File: src/rtl/arb_pkg.sv
// ---------------------------------------------------------------------------
// arb_pkg
// Shared types and default sizing for the round-robin grant arbiter slice.
//   arb_state_t   : arbiter FSM state (IDLE = nothing granted, GRANT = held)
//   ARB_IN        : default number of requesters
//   ARB_OUT       : default grant index width, $clog2(ARB_IN)
//   ARB_MAX_HOLD  : default longest run of consecutive grant cycles
// ---------------------------------------------------------------------------
package arb_pkg;

  localparam int ARB_IN       = 8;
  localparam int ARB_OUT      = 3;
  localparam int ARB_MAX_HOLD = 16;

  typedef enum logic {
    IDLE  = 1'b0,
    GRANT = 1'b1
  } arb_state_t;

endpackage

File: src/rtl/rr_grant_arbiter_if.sv
// ---------------------------------------------------------------------------
// rr_grant_arbiter_if
// Request/grant bundle between the requesters and the arbiter.
//   req        : request vector, bit k = requester k (requester side drives)
//   gnt        : one-hot grant, all-zero when idle (arbiter drives)
//   gnt_id     : binary index of the granted requester (arbiter drives)
//   gnt_valid  : high while a grant is held (arbiter drives)
// Modports: master = requester side, slave = arbiter side.
// ---------------------------------------------------------------------------
interface rr_grant_arbiter_if
  import arb_pkg::*;
#(
  parameter int IN  = ARB_IN,
  parameter int OUT = ARB_OUT
);

  logic [IN-1:0]  req;
  logic [IN-1:0]  gnt;
  logic [OUT-1:0] gnt_id;
  logic           gnt_valid;

  modport master (output req, input gnt, input gnt_id, input gnt_valid);
  modport slave  (input req, output gnt, output gnt_id, output gnt_valid);

endinterface

File: src/rtl/rr_pick.sv
// ---------------------------------------------------------------------------
// rr_pick
// Combinational round-robin winner selection.
//   req        in   IN   request vector
//   ptr        in   OUT  index holding highest priority this round
//   any        out  1    at least one request is set
//   winner_oh  out  IN   one-hot winner (zero when no request)
//   winner_id  out  OUT  binary winner index (zero when no request)
// The circular search starting at ptr is done as a masked priority search:
// the lowest set bit at or above ptr wins, otherwise the lowest set bit
// overall (which is the wrap-around part of the circle).
// ---------------------------------------------------------------------------
module rr_pick #(
  parameter int IN  = 8,
  parameter int OUT = 3
) (
  input  logic [IN-1:0]  req,
  input  logic [OUT-1:0] ptr,
  output logic           any,
  output logic [IN-1:0]  winner_oh,
  output logic [OUT-1:0] winner_id
);

  logic [IN-1:0] upper_mask;
  logic [IN-1:0] masked;
  logic [IN-1:0] cand;

  assign any = |req;

  // Build the "at or above ptr" mask, choose which request set to search,
  // then take its lowest set bit by scanning from the top down so the last
  // hit (the lowest index) is the one that sticks.
  always_comb begin
    upper_mask = '0;
    for (int k = 0; k < IN; k++) begin
      upper_mask[k] = (k >= int'(ptr));
    end
    masked = req & upper_mask;
    cand   = (|masked) ? masked : req;

    winner_id = '0;
    for (int k = IN - 1; k >= 0; k--) begin
      if (cand[k]) begin
        winner_id = OUT'(k);
      end
    end

    winner_oh = '0;
    for (int k = 0; k < IN; k++) begin
      winner_oh[k] = cand[k] && (winner_id == OUT'(k));
    end
  end

endmodule

File: src/rtl/rr_grant_arbiter.sv
// ---------------------------------------------------------------------------
// rr_grant_arbiter
// Round-robin arbiter sharing one resource among IN requesters. One grant at
// a time, held until the owner drops its request or MAX_HOLD cycles pass,
// then priority rotates to the requester just past the winner. There is
// always one idle cycle between consecutive grants.
//   clk   in   1    clock, rising edge
//   rst   in   1    synchronous reset, active-high
//   bus   slave modport of rr_grant_arbiter_if
//         (req in; gnt, gnt_id, gnt_valid out, all registered)
// ---------------------------------------------------------------------------
module rr_grant_arbiter
  import arb_pkg::*;
#(
  parameter int IN       = ARB_IN,
  parameter int OUT      = ARB_OUT,
  parameter int MAX_HOLD = ARB_MAX_HOLD
) (
  input logic               clk,
  input logic               rst,
  rr_grant_arbiter_if.slave bus
);

  localparam int             HW        = $clog2(MAX_HOLD + 1);
  localparam logic [HW-1:0]  HOLD_LAST = HW'(MAX_HOLD - 1);
  localparam logic [OUT-1:0] LAST_ID   = OUT'(IN - 1);

  arb_state_t     state;
  arb_state_t     state_nx;
  logic [OUT-1:0] ptr;
  logic [OUT-1:0] ptr_nx;
  logic [HW-1:0]  hold_cnt;
  logic [HW-1:0]  hold_nx;
  logic [IN-1:0]  gnt_q;
  logic [IN-1:0]  gnt_nx;
  logic [OUT-1:0] id_q;
  logic [OUT-1:0] id_nx;
  logic           valid_q;
  logic           valid_nx;

  logic           pick_any;
  logic [IN-1:0]  pick_oh;
  logic [OUT-1:0] pick_id;
  logic           release_now;

  rr_pick #(
    .IN  (IN),
    .OUT (OUT)
  ) u_pick (
    .req       (bus.req),
    .ptr       (ptr),
    .any       (pick_any),
    .winner_oh (pick_oh),
    .winner_id (pick_id)
  );

  // The owner's request bit is found by masking req with the one-hot grant,
  // which avoids indexing req with gnt_id. Only meaningful in GRANT.
  assign release_now = ~|(bus.req & gnt_q) | (hold_cnt == HOLD_LAST);

  // State and all datapath registers. Reset wins over everything, including
  // a grant that is in progress.
  always_ff @(posedge clk) begin
    if (rst) begin
      state    <= IDLE;
      ptr      <= '0;
      hold_cnt <= '0;
      gnt_q    <= '0;
      id_q     <= '0;
      valid_q  <= 1'b0;
    end else begin
      state    <= state_nx;
      ptr      <= ptr_nx;
      hold_cnt <= hold_nx;
      gnt_q    <= gnt_nx;
      id_q     <= id_nx;
      valid_q  <= valid_nx;
    end
  end

  // Next-state: leave IDLE on any request, leave GRANT on release/timeout.
  always_comb begin
    state_nx = state;
    case (state)
      IDLE:    if (pick_any)    state_nx = GRANT;
      GRANT:   if (release_now) state_nx = IDLE;
      default: state_nx = IDLE;
    endcase
  end

  // Next values for the registered outputs, pointer and hold counter.
  // On release the pointer moves just past the owner so a requester that
  // timed out drops to lowest priority for the next arbitration.
  always_comb begin
    gnt_nx   = gnt_q;
    id_nx    = id_q;
    valid_nx = valid_q;
    ptr_nx   = ptr;
    hold_nx  = hold_cnt;
    case (state)
      IDLE: begin
        if (pick_any) begin
          gnt_nx   = pick_oh;
          id_nx    = pick_id;
          valid_nx = 1'b1;
          hold_nx  = '0;
        end
      end
      GRANT: begin
        if (release_now) begin
          gnt_nx   = '0;
          id_nx    = '0;
          valid_nx = 1'b0;
          hold_nx  = '0;
          ptr_nx   = (id_q == LAST_ID) ? '0 : id_q + 1'b1;
        end else begin
          hold_nx = hold_cnt + 1'b1;
        end
      end
      default: begin
        gnt_nx   = '0;
        id_nx    = '0;
        valid_nx = 1'b0;
        hold_nx  = '0;
      end
    endcase
  end

  assign bus.gnt       = gnt_q;
  assign bus.gnt_id    = id_q;
  assign bus.gnt_valid = valid_q;

endmodule
File: src/flat_wrapper.sv
// flat-port wrapper written by rule: the top's interface ports become plain ports
module rr_grant_arbiter_flat import arb_pkg::*;
#(
  parameter int IN       = ARB_IN,
  parameter int OUT      = ARB_OUT,
  parameter int MAX_HOLD = ARB_MAX_HOLD
)
  (clk, rst, bus_req, bus_gnt, bus_gnt_id, bus_gnt_valid);
  rr_grant_arbiter_if #(.IN(IN), .OUT(OUT)) bus_i ();
  input logic clk;
  input logic rst;
  input wire logic [$bits(bus_i.req)-1:0] bus_req;
  output wire logic [$bits(bus_i.gnt)-1:0] bus_gnt;
  output wire logic [$bits(bus_i.gnt_id)-1:0] bus_gnt_id;
  output wire logic [$bits(bus_i.gnt_valid)-1:0] bus_gnt_valid;
  assign bus_i.req = bus_req;
  assign bus_gnt = bus_i.gnt;
  assign bus_gnt_id = bus_i.gnt_id;
  assign bus_gnt_valid = bus_i.gnt_valid;
  rr_grant_arbiter #(.IN(IN), .OUT(OUT), .MAX_HOLD(MAX_HOLD)) u_core (.clk(clk), .rst(rst), .bus(bus_i));
endmodule
File: config.mk
export PLATFORM = sky130hd
export DESIGN_NAME = rr_grant_arbiter_flat
export DESIGN_NICKNAME = d
export VERILOG_FILES = /design/src/rtl/arb_pkg.sv /design/src/rtl/rr_grant_arbiter_if.sv /design/src/rtl/rr_pick.sv /design/src/rtl/rr_grant_arbiter.sv /design/src/flat_wrapper.sv
export SDC_FILE = /design/constraint.sdc
export NUM_CORES = 1
export LEC_CHECK = 0
export ABC_AREA = 1
export BUFFER_PORTS_ARGS = -buffer_cell sky130_fd_sc_hd__buf_2
export CAP_MARGIN = 40
export CORE_UTILIZATION = 30
export CTS_BUF_LIST = sky130_fd_sc_hd__clkbuf_16
export CTS_CLUSTER_SIZE = 16
export DETAILED_ROUTE_END_ITERATION = 16
export GPL_TIMING_DRIVEN = 1
export MAX_ROUTING_LAYER = met4
export PLACE_DENSITY = 0.45
export SYNTH_ARGS = -nofsm -noshare
export SYNTH_HDL_FRONTEND = slang
export SYNTH_SLANG_ARGS = --single-unit
export TNS_END_PERCENT = 20
File: constraint.sdc
create_clock -name clk -period 2.14 [get_ports clk]
set_input_delay 0.214 -clock clk [delete_from_list [all_inputs] [get_ports clk]]
set_output_delay 0.214 -clock clk [all_outputs]
set_load 0.03 [all_outputs]
* Word-level counts from Yosys, hierarchy flattened *
Index checks and enable logic that the tools add are counted.

word-level totals
  register bits = 21
  input port bits = 10
  output and inout port bits = 12
  word-level logic and storage cells = 70

cells by class
  add/sub/neg operators = 2
  order comparisons = 7
  equal/unequal tests = 11
  muxes and demuxes = 25
  bitwise logic cells = 4
  reductions and logical operators = 15

operators by type and width
  operator             count
  $mux 3               11
  $mux 8               3
  $reduce_or 8->1      3
  $and 8x8->8          2
  $pmux 8 s2           1
  $eq 3x3->1 const B   5
  $mux 5               2
  $pmux 5 s2           1
  $ge 3x3->1 const A   3
  $logic_and 1x1->1    8
  $eq 3x2->1 const B   2
  $ge 1x3->1 const A   2
  $ge 2x3->1 const A   2
  $pmux 3 s2           1
  $add 5x1->5 const B  1
  $eq 5x4->1 const B   1
  $mux 1               4
  $pmux 1 s2           2
  $reduce_and 2->1     2
  $add 3x1->3 const B  1
  $eq 3x1->1 const B   1
  $logic_not 3->1      1
  $ne 2x1->1 const B   1
  $ne 2x2->1 const B   1
  other kinds (3)      3

* Longest topological paths before layout *
Gate-level depths: netlist (run 1).

  depth in word-level cells = 16
  gate-level depth with buffers = 15
  depth with buffers taken out = 15

* Modules after synthesis *
A second synthesis (run 1) with hierarchy kept.

unflattened totals
  cells, all modules = 197
  area total of the unflattened synthesis = 1291.2 sq um

by module, submodules not included
  module            instances  cells an instance  area an instance (sq um)  seq. area each (sq um)
  rr_grant_arbiter  1          124                907.1                     420.4
  rr_pick           1          73                 384.1                     0.0

* Least setup slack after synthesis (run 1) *
No wires, ideal clock.

  path kind = register to register
  from = reg u_core.ptr[2]
  to = reg u_core.gnt_q[5], in the netlist u_core.bus.gnt[5]
  setup time = 132 ps
  arrival time = 1398 ps
  data required time = 2008 ps
  slack = 610 ps
  stages on the path, launching flop included = 12
  buffers on the path = 0
  period minus slack after synthesis = 1530 ps
  path through = dfxtp_1 > nand2_1 > nand3_2 > nand2_1 > nor2_4 > nand2_4 > o21ai_1 > nor2_2 > nand3_1 > nor2_1 > nand3_1 > a21oi_1

between the ends
  cells in the longest elaborated chain, start to end = 16
  elaborated cells on any way between the ends = 22
  those cells by class = 7 x order compare; 1 x eq/ne; 11 x mux; 1 x bitwise; 2 x reduce/logical

RTL lines
  element                             RTL line                 RTL
  from (decl)                         rr_grant_arbiter.sv:30   logic [OUT-1:0] ptr;
  from (signal assigned)              rr_grant_arbiter.sv:73   ptr <= ptr_nx;
  $ge 1x3->1 (tied with other cells)  rr_pick.sv:36            upper_mask[k] = (k >= int'(ptr));
  $and 8x8->8 *                       rr_pick.sv:38            masked = req & upper_mask;
  $reduce_or 8->1                     rr_pick.sv:39            cand = (|masked) ? masked : req;
  $mux 8 *                            rr_pick.sv:39
  $mux 3 (8 in a row)                 rr_pick.sv:43            if (cand[k]) begin
  $eq 3x3->1                          rr_pick.sv:50            winner_oh[k] = cand[k] && (winner_id == OUT'(k));
  $logic_and 1x1->1 *                 rr_pick.sv:50
  $mux 8 *                            rr_grant_arbiter.sv:102  if (pick_any) begin
  $pmux 8 s2 *                        rr_grant_arbiter.sv:100  case (state)
  to (signal assigned)                rr_grant_arbiter.sv:75   gnt_q <= gnt_nx;
  to (decl)                           rr_grant_arbiter.sv:34   logic [IN-1:0] gnt_q;

Every way passes the cells marked *; elsewhere a longest branch is shown, timed or not. The select of a mux whose other input is x is not followed.
A chain may end at the register's enable or synchronous reset.

* Worst setup path after layout (run 1) *
  from = reg u_core.ptr[2]
  to = reg u_core.gnt_q[7], in the netlist u_core.bus.gnt[7]

The elaborated chain is that of the path after synthesis.

==> summary.md, run 1 <==
* 4256 um2 — Die Area
* 0.3187 ns — worst-case hold slack
* 21 — Synth Register Bits
* 0.3215 mV — largest vdd supply drop
* 16.10% — total routing usage reported by global routing
* 0.6942 nW — leakage power summed over all cells
* 21 — total number of clock tree sinks
* 0 — number of nets with antenna violations after routing
* sky130_fd_sc_hd__clkbuf_16 — buffer type at the clock tree root
* 6.779 um2 — Avg Synthesized Cell Area
* 1.99 ns — arrival time worst endpoint
* 0 — post_cts resized
* 0.002971 ns — final worst clock skew
* 1433 um2 — Non-Filler Cell Area, Final
* 3.004 mm — sum of routed wire length over all layers
* 3744 um2 — area inside the core boundary
* 19.39% — area added between synthesis and finish
* 22 — number of rows in the core area
* 0.25 ns — worst skew pair latency
* 3 — number of CTS-inserted buffers
* 35.04% — share of the yosys chip area belonging to registers
* 32.05% — effective utilization at floorplan
* in2reg — Hold Path Class
* 0.4930 ns — worst-margin pin slew
* completed — result of the run
* 214 — layout net count
* 59 — First DRT Iteration DRCs
* 66.83% — Rel. slew slack
* 1353 um2 — Cell Area, Placed
* 0.06 ns — clock-pin transition on the worst setup and hold timing paths
* sky130_fd_sc_hd__dfxtp_1 — dominant synthesized flop cell
* 0 ns — sum of negative setup slack
* 0% — share of flip-flops with an asynchronous set or reset after synthesis
* 0.39 ns — Largest stage delay, worst path
* 0 — total of warnings raised by yosys
* 537.8 MHz — highest attainable clock frequency
* 0 — number of antenna violations at the first check in global routing
* 2.496 mm — total half-perimeter wirelength after legalization and detailed placement
* 0 — count of final max-slew check failures
* false — RSZ-0062 raised after global routing
* 2.27 ns — Worst EP required
* 0 — number of enable flip-flop cells after synthesis
* 759.0 nW/um2 — P per Cell Area
* 65.24 um — width of the die
* 2 — clock tree buffer depth
* 0 — CTS Hold Buffers Added
* 0 — final routed DRC violation total
* nand2_1, nand3_2, nand2_1, nor2_4, nand2_4, o21ai_1, nor2_2, nand3_1, nor2_1, nand3b_1, a21oi_1 — cell breakdown of the critical path
* 0 — number of buffers added for setup after CTS
* flop — crit start category
* 191 — Net Count, Synth
* 21.11% — share of layout cells above drive strength 1
* 0 — number of endpoints with negative hold slack in the final report
* 0 — Max-cap violations
* 21 — IO Port Bufs
* 1200 um2 — Syn Std Cell Area
* 0 — final setup vio count
* built — CTS tree
* 177 — gate count of the mapped netlist
* 18 — pin count of the biggest net entering global routing
* 1.859 ns — Tmin final
* 4.765 — DR vias/cell
* 1 — Clock H-tree levels
* 5.092 mm — global-route wire length before repair
* 65.24 um — die height
* 6 — number of iterations in the first detailed-routing pass
* 7 — Max Fanout on Critical Path
* 1177 — via total after detailed routing
* 12.16 um — wire length per cell after detailed routing
* 22 — top-level I/O count
* 86.88% — share of the clock period used by the worst path
* sky130_fd_sc_hd__nand2_1 — cell repeated most along the worst path
* reg2reg — worst setup path class
* 0 — n_diodes
* 1120 — via count of the first global-routing pass
* 0 — sum of overflow across all layers after global routing
* flop — kind of end point of the critical path
* sky130_fd_sc_hd__dfxtp_1 — Critical Path Slowest Stage Cell
* 27 — synth unique cells
* 0.8030 — last weighted congestion value of the routability-driven placer
==> worst max-delay path, delay by kind of cell, from the launching register on <==
kind	cells	cell delay, ns
simple gates	9	0.97
flops	1	0.39
compound gates	2	0.38
==> report_power, final <==
| group | internal, W | switching (W) | total [W] |
|---|---|---|---|
| registers | 0.000418 | 0.0000268 | 0.000445 |
| logic | 0.0000791 | 0.000170 | 0.000249 |
| clock network | 0.000251 | 0.000143 | 0.000394 |
==> routing by layer <==
layer,wire (um),vias up,GRT usage (%)
met1,1410,547,19.81
met5,0,-,-
met4,36,0,4.891
met2,1483,12,27.19
li1,-,613,-
met3,74,5,2.257
==> metrics by stage <==
stage | power (W) | setup slack, ns | util, % | instances
final | 0.001087 | 0.2807 | 38.27 | 247
after global routing | 0.001153 | 0.1045 | 38.27 | 247
after CTS | 0.001102 | 0.2874 | 38.27 | 247
after detailed placement | 0.0007040 | 0.3044 | 36.13 | 243
after global placement | 0.0007043 | 0.2904 | 36.13 | 243
after floorplan | 0.0006326 | 0.6100 | - | 177
==> logic make-up after synthesis <==
| logic type | count (synthesis) | synth area share, % |
|---|---|---|
| buffers and inverters | 29 | 9.176 |
| AO/OA/AOI/OAI | 32 | 15.43 |
| AND/OR/NAND/NOR | 90 | 35.45 |
| adder cells (fa/ha/maj) | 4 | 4.171 |
| XOR/XNOR | 1 | 0.7301 |
| flip-flops | 21 | 35.04 |
==> cell type report <==
type                       instances  area, um2
sequential                        21      420.4
timing repair buffer              21      105.1
clock inverter                     1      5.005
fill                             430       2311
inverter                          26      97.59
clock buffer                       3      75.07
multi-input combinational        127      669.4
tap                               48      60.06
==> cell usage in the layout (no fill, tap or decap) <==
cell	count
sky130_fd_sc_hd__clkbuf_16	3
sky130_fd_sc_hd__nor2_4	3
sky130_fd_sc_hd__nand3_1	9
sky130_fd_sc_hd__nor2_2	2
sky130_fd_sc_hd__dfxtp_1	21
sky130_fd_sc_hd__nand2_2	5
sky130_fd_sc_hd__nor4_1	1
sky130_fd_sc_hd__buf_2	21
sky130_fd_sc_hd__ha_1	4
sky130_fd_sc_hd__a21oi_1	17
sky130_fd_sc_hd__nand2_1	47
sky130_fd_sc_hd__a221oi_1	2
sky130_fd_sc_hd__xor2_1	1
sky130_fd_sc_hd__nand4_1	2
sky130_fd_sc_hd__nand3b_1	2
sky130_fd_sc_hd__o21ai_2	2
sky130_fd_sc_hd__o21ai_1	2
sky130_fd_sc_hd__o22ai_1	1
sky130_fd_sc_hd__nand3_2	2
sky130_fd_sc_hd__o21bai_2	1
sky130_fd_sc_hd__inv_2	1
sky130_fd_sc_hd__inv_1	25
sky130_fd_sc_hd__o21ai_0	6
sky130_fd_sc_hd__clkinv_2	1
sky130_fd_sc_hd__nor2_1	15
sky130_fd_sc_hd__nand2_4	1
sky130_fd_sc_hd__nor3_1	1
sky130_fd_sc_hd__o21a_1	1
==> sequential cells by signal (all words and copies together) (netlist names) <==
register / count
u_core.bus.gnt: 8
u_core.hold_cnt: 5
u_core.bus.gnt_id: 3
u_core.ptr: 3
u_core.bus.gnt_valid: 1
u_core.state: 1
==> final timing paths <==
kind | startpoint | to | slack [ns] | depth (start not counted)
worst max-delay path | u_core.ptr[2] | u_core.bus.gnt[7] | 0.28 | 11
worst min-delay path | rst | u_core.ptr[0] | 0.32 | 2
worst max register to register | u_core.ptr[2] | u_core.bus.gnt[7] | 0.28 | 11
worst min register to register | u_core.hold_cnt[3] | u_core.hold_cnt[3] | 0.46 | 2
==> synth_stat cells, types with 2 or more instances <==
cell type,count,area share (%)
sky130_fd_sc_hd__nand2_2,5,2.6
sky130_fd_sc_hd__nor2_2,2,1.0
sky130_fd_sc_hd__dfxtp_1,21,35
sky130_fd_sc_hd__o21ai_2,2,1.5
sky130_fd_sc_hd__nand3_1,9,3.8
sky130_fd_sc_hd__nand2_1,47,15
sky130_fd_sc_hd__o21ai_1,2,0.83
sky130_fd_sc_hd__inv_1,25,7.8
sky130_fd_sc_hd__a221oi_1,2,1.5
sky130_fd_sc_hd__a21oi_1,17,7.1
sky130_fd_sc_hd__clkbuf_1,2,0.63
sky130_fd_sc_hd__o21ai_0,6,2.5
sky130_fd_sc_hd__nand4_1,2,1.0
sky130_fd_sc_hd__nor2_1,15,4.7
sky130_fd_sc_hd__nand3_2,2,1.7
sky130_fd_sc_hd__ha_1,4,4.2
sky130_fd_sc_hd__nand3b_1,2,1.3
sky130_fd_sc_hd__nor2_4,3,2.8
(Power assumes the default switching activity.)
==> run 2, diff against run 1 <==
- CORE_MARGIN: default -> 2
- PLACE_DENSITY: 0.45 -> default
- PLACE_DENSITY_LB_ADDON: default -> 0.25
==> summary.md, run 2 (synthesis results as in run 1) <==
* met4 — highest routed layer
* sky130_fd_sc_hd__nand2_2 — cell repeated most along the worst path
* 1431 um2 — Non-Filler Cell Area, Final
* 1353 um2 — Cell Area, Placed
* 21 — IO Port Bufs
* 18 — pin count of the biggest net entering global routing
* 0.2776 mV — largest vdd supply drop
* 19.29% — area added between synthesis and finish
* 0.06 ns — clock-pin transition on the worst setup and hold timing paths
* 8 — number of flip-flops in the largest register
* 2.805 mm — sum of routed wire length over all layers
* 3 — number of CTS-inserted buffers
* 67.24 um — width of the die
* 4521 um2 — Die Area
* 1167 — via total after detailed routing
* 1.96 ns — arrival time worst endpoint
* 0.36 ns — reg-to-reg slack, setup
* 2 — clock tree buffer depth
* 22 — top-level I/O count
* 12 — path length in cells of the critical path
* 0.25 ns — worst skew pair latency
* 13.82% — total routing usage reported by global routing
* 214 — layout net count
* flop — kind of end point of the critical path
* 0.003614 ns — final worst clock skew
* 1.783 ns — Tmin final
* 0 — number of endpoints with negative hold slack in the final report
* 0 — n_diodes
* 101 um — detailed route wirelength on metal3
* 2.32 ns — Worst EP required
* u_core.bus.gnt[3] — Worst setup endpoint
* sky130_fd_sc_hd__nand2_1, sky130_fd_sc_hd__inv_1, sky130_fd_sc_hd__buf_2, sky130_fd_sc_hd__dfxtp_1, sky130_fd_sc_hd__a21oi_1 — most frequent cells in the layout
* 67.24 um — die height
* 0.001068 W — post-route total power
* in2reg — Hold Path Class
* 0 — final routed DRC violation total
* 0 — sum of overflow across all layers after global routing
* 0 — final setup vio count
* false — RSZ-0062 raised after global routing
* 0 ns — sum of negative setup slack
* 11.36 um — wire length per cell after detailed routing
* 12 — depth of the worst register-to-register path
* 3744 um2 — area inside the core boundary
* 0.6956 nW — leakage power summed over all cells
* 0 — number of antenna violations at the first check in global routing
* u_core.ptr[0] — launching element of the worst setup path
* 21 — total number of clock tree sinks
* 4.685 mm — global-route wire length before repair
* u_core.ptr[0] — startpoint of the most critical register-to-register path
* sky130_fd_sc_hd__dfxtp_1 — Critical Path Slowest Stage Cell
* 0 — Max-cap violations
* 83.32% — share of the clock period used by the worst path
* sky130_fd_sc_hd__clkbuf_16 — buffer type at the clock tree root
* 0 — CTS Hold Buffers Added
* built — CTS tree
* 35 — First DRT Iteration DRCs
* 1.312 mm — WL met2
* 22 — number of rows in the core area
* sky130_fd_sc_hd__nand2_1 — most frequent standard cell in the layout excluding fill and tap cells
* 1 — Clock H-tree levels
* u_core.bus.gnt[3] — capture instance of the worst register-to-register path
* 0 — count of final max-slew check failures
* 0 — number of buffers added for setup after CTS
* 0 — number of nets with antenna violations after routing
* 1072 — via count of the first global-routing pass
* reg2reg — worst setup path class
* 0.40 ns — Largest stage delay, worst path
* 1.375 mm — metal1 wirelength
* completed — result of the run
* 4.725 — DR vias/cell
* 2.326 mm — total half-perimeter wirelength after legalization and detailed placement
* 0 — sum of buffers and inverters on the critical path
* 70.14% — Rel. slew slack
* 0.8095 — last weighted congestion value of the routability-driven placer
* 0.4439 ns — worst-margin pin slew
* 4 — number of iterations in the first detailed-routing pass
* 0 — post_cts resized
* 7 — Max Fanout on Critical Path
* simple AND/OR/NAND/NOR gates — CP delay by family, top
* nand3_1, nand2_2, nand2_2, nor2_4, nand2_4, o21ai_2, nor2_2, nand2_2, nand2_2, nor2_4, nand2_1, a21oi_1 — cell breakdown of the critical path
* 32.05% — effective utilization at floorplan
* 746.0 nW/um2 — P per Cell Area
* 560.9 MHz — highest attainable clock frequency
* 20.60% — share of layout cells above drive strength 1
* flop — crit start category
run 2: cell count changes in the layout (fill, tap and decap cells not counted), sizes merged:
cell    change
inv         +1
clkinv      -1
run 2: how the worst min path moves through the flow:
stage | startpoint | to | cells after the start
finish | rst | u_core.hold_cnt[4] | 2
global route | rst | u_core.hold_cnt[4] | 2
CTS | rst | u_core.ptr[0] | 2
detailed placement | u_core.hold_cnt[3] | u_core.hold_cnt[3] | 2
global placement | u_core.hold_cnt[3] | u_core.hold_cnt[3] | 2
floorplan | u_core.hold_cnt[3] | u_core.hold_cnt[3] | 2
run 2: per-layer routing:
metal,up-vias,global-route usage [%]
met2,15,22.65
li1,615,-
met3,2,2.167
met1,535,17.06
met4,0,5.357
met5,-,-
run 2: where the power goes:
group / switching [W] / internal (W) / leakage [nW]
sequential: 0.0000262 / 0.000418 / 0.171
clock: 0.000129 / 0.000248 / 0.0423
combinational: 0.000167 / 0.0000792 / 0.482
total: 0.000322 / 0.000746 / 0.696
run 2: layout make-up:
type                       count  area, um2
fill                         419       2312
multi-input combinational    127      669.4
sequential                    21      420.4
timing repair buffer          21      105.1
inverter                      26      97.59
clock buffer                   3      75.07
tap                           48      60.06
clock inverter                 1      3.754
run 2: metrics by stage:
step | setup WS [ns] | utilization (%) | cells | hold slack [ns]
2_1_floorplan | 0.6100 | - | 177 | 0.4438
3_3_place_gp | 0.3064 | 36.13 | 243 | 0.4577
3_5_place_dp | 0.3430 | 36.13 | 243 | 0.4594
4_1_cts | 0.3184 | 38.24 | 247 | 0.3252
5_1_grt | 0.1277 | 38.24 | 247 | 0.3369
6_report | 0.3570 | 38.24 | 247 | 0.3264
run 2: worst register-to-register path, cell delays in order, from the launching register on:
cell and delay, ns:
sky130_fd_sc_hd__dfxtp_1 0.40, sky130_fd_sc_hd__nand3_1 0.13, sky130_fd_sc_hd__nand2_2 0.11, sky130_fd_sc_hd__nand2_2 0.06
sky130_fd_sc_hd__nor2_4 0.13, sky130_fd_sc_hd__nand2_4 0.09, sky130_fd_sc_hd__o21ai_2 0.22, sky130_fd_sc_hd__nor2_2 0.08
sky130_fd_sc_hd__nand2_2 0.08, sky130_fd_sc_hd__nand2_2 0.08, sky130_fd_sc_hd__nor2_4 0.11, sky130_fd_sc_hd__nand2_1 0.07
sky130_fd_sc_hd__a21oi_1 0.13
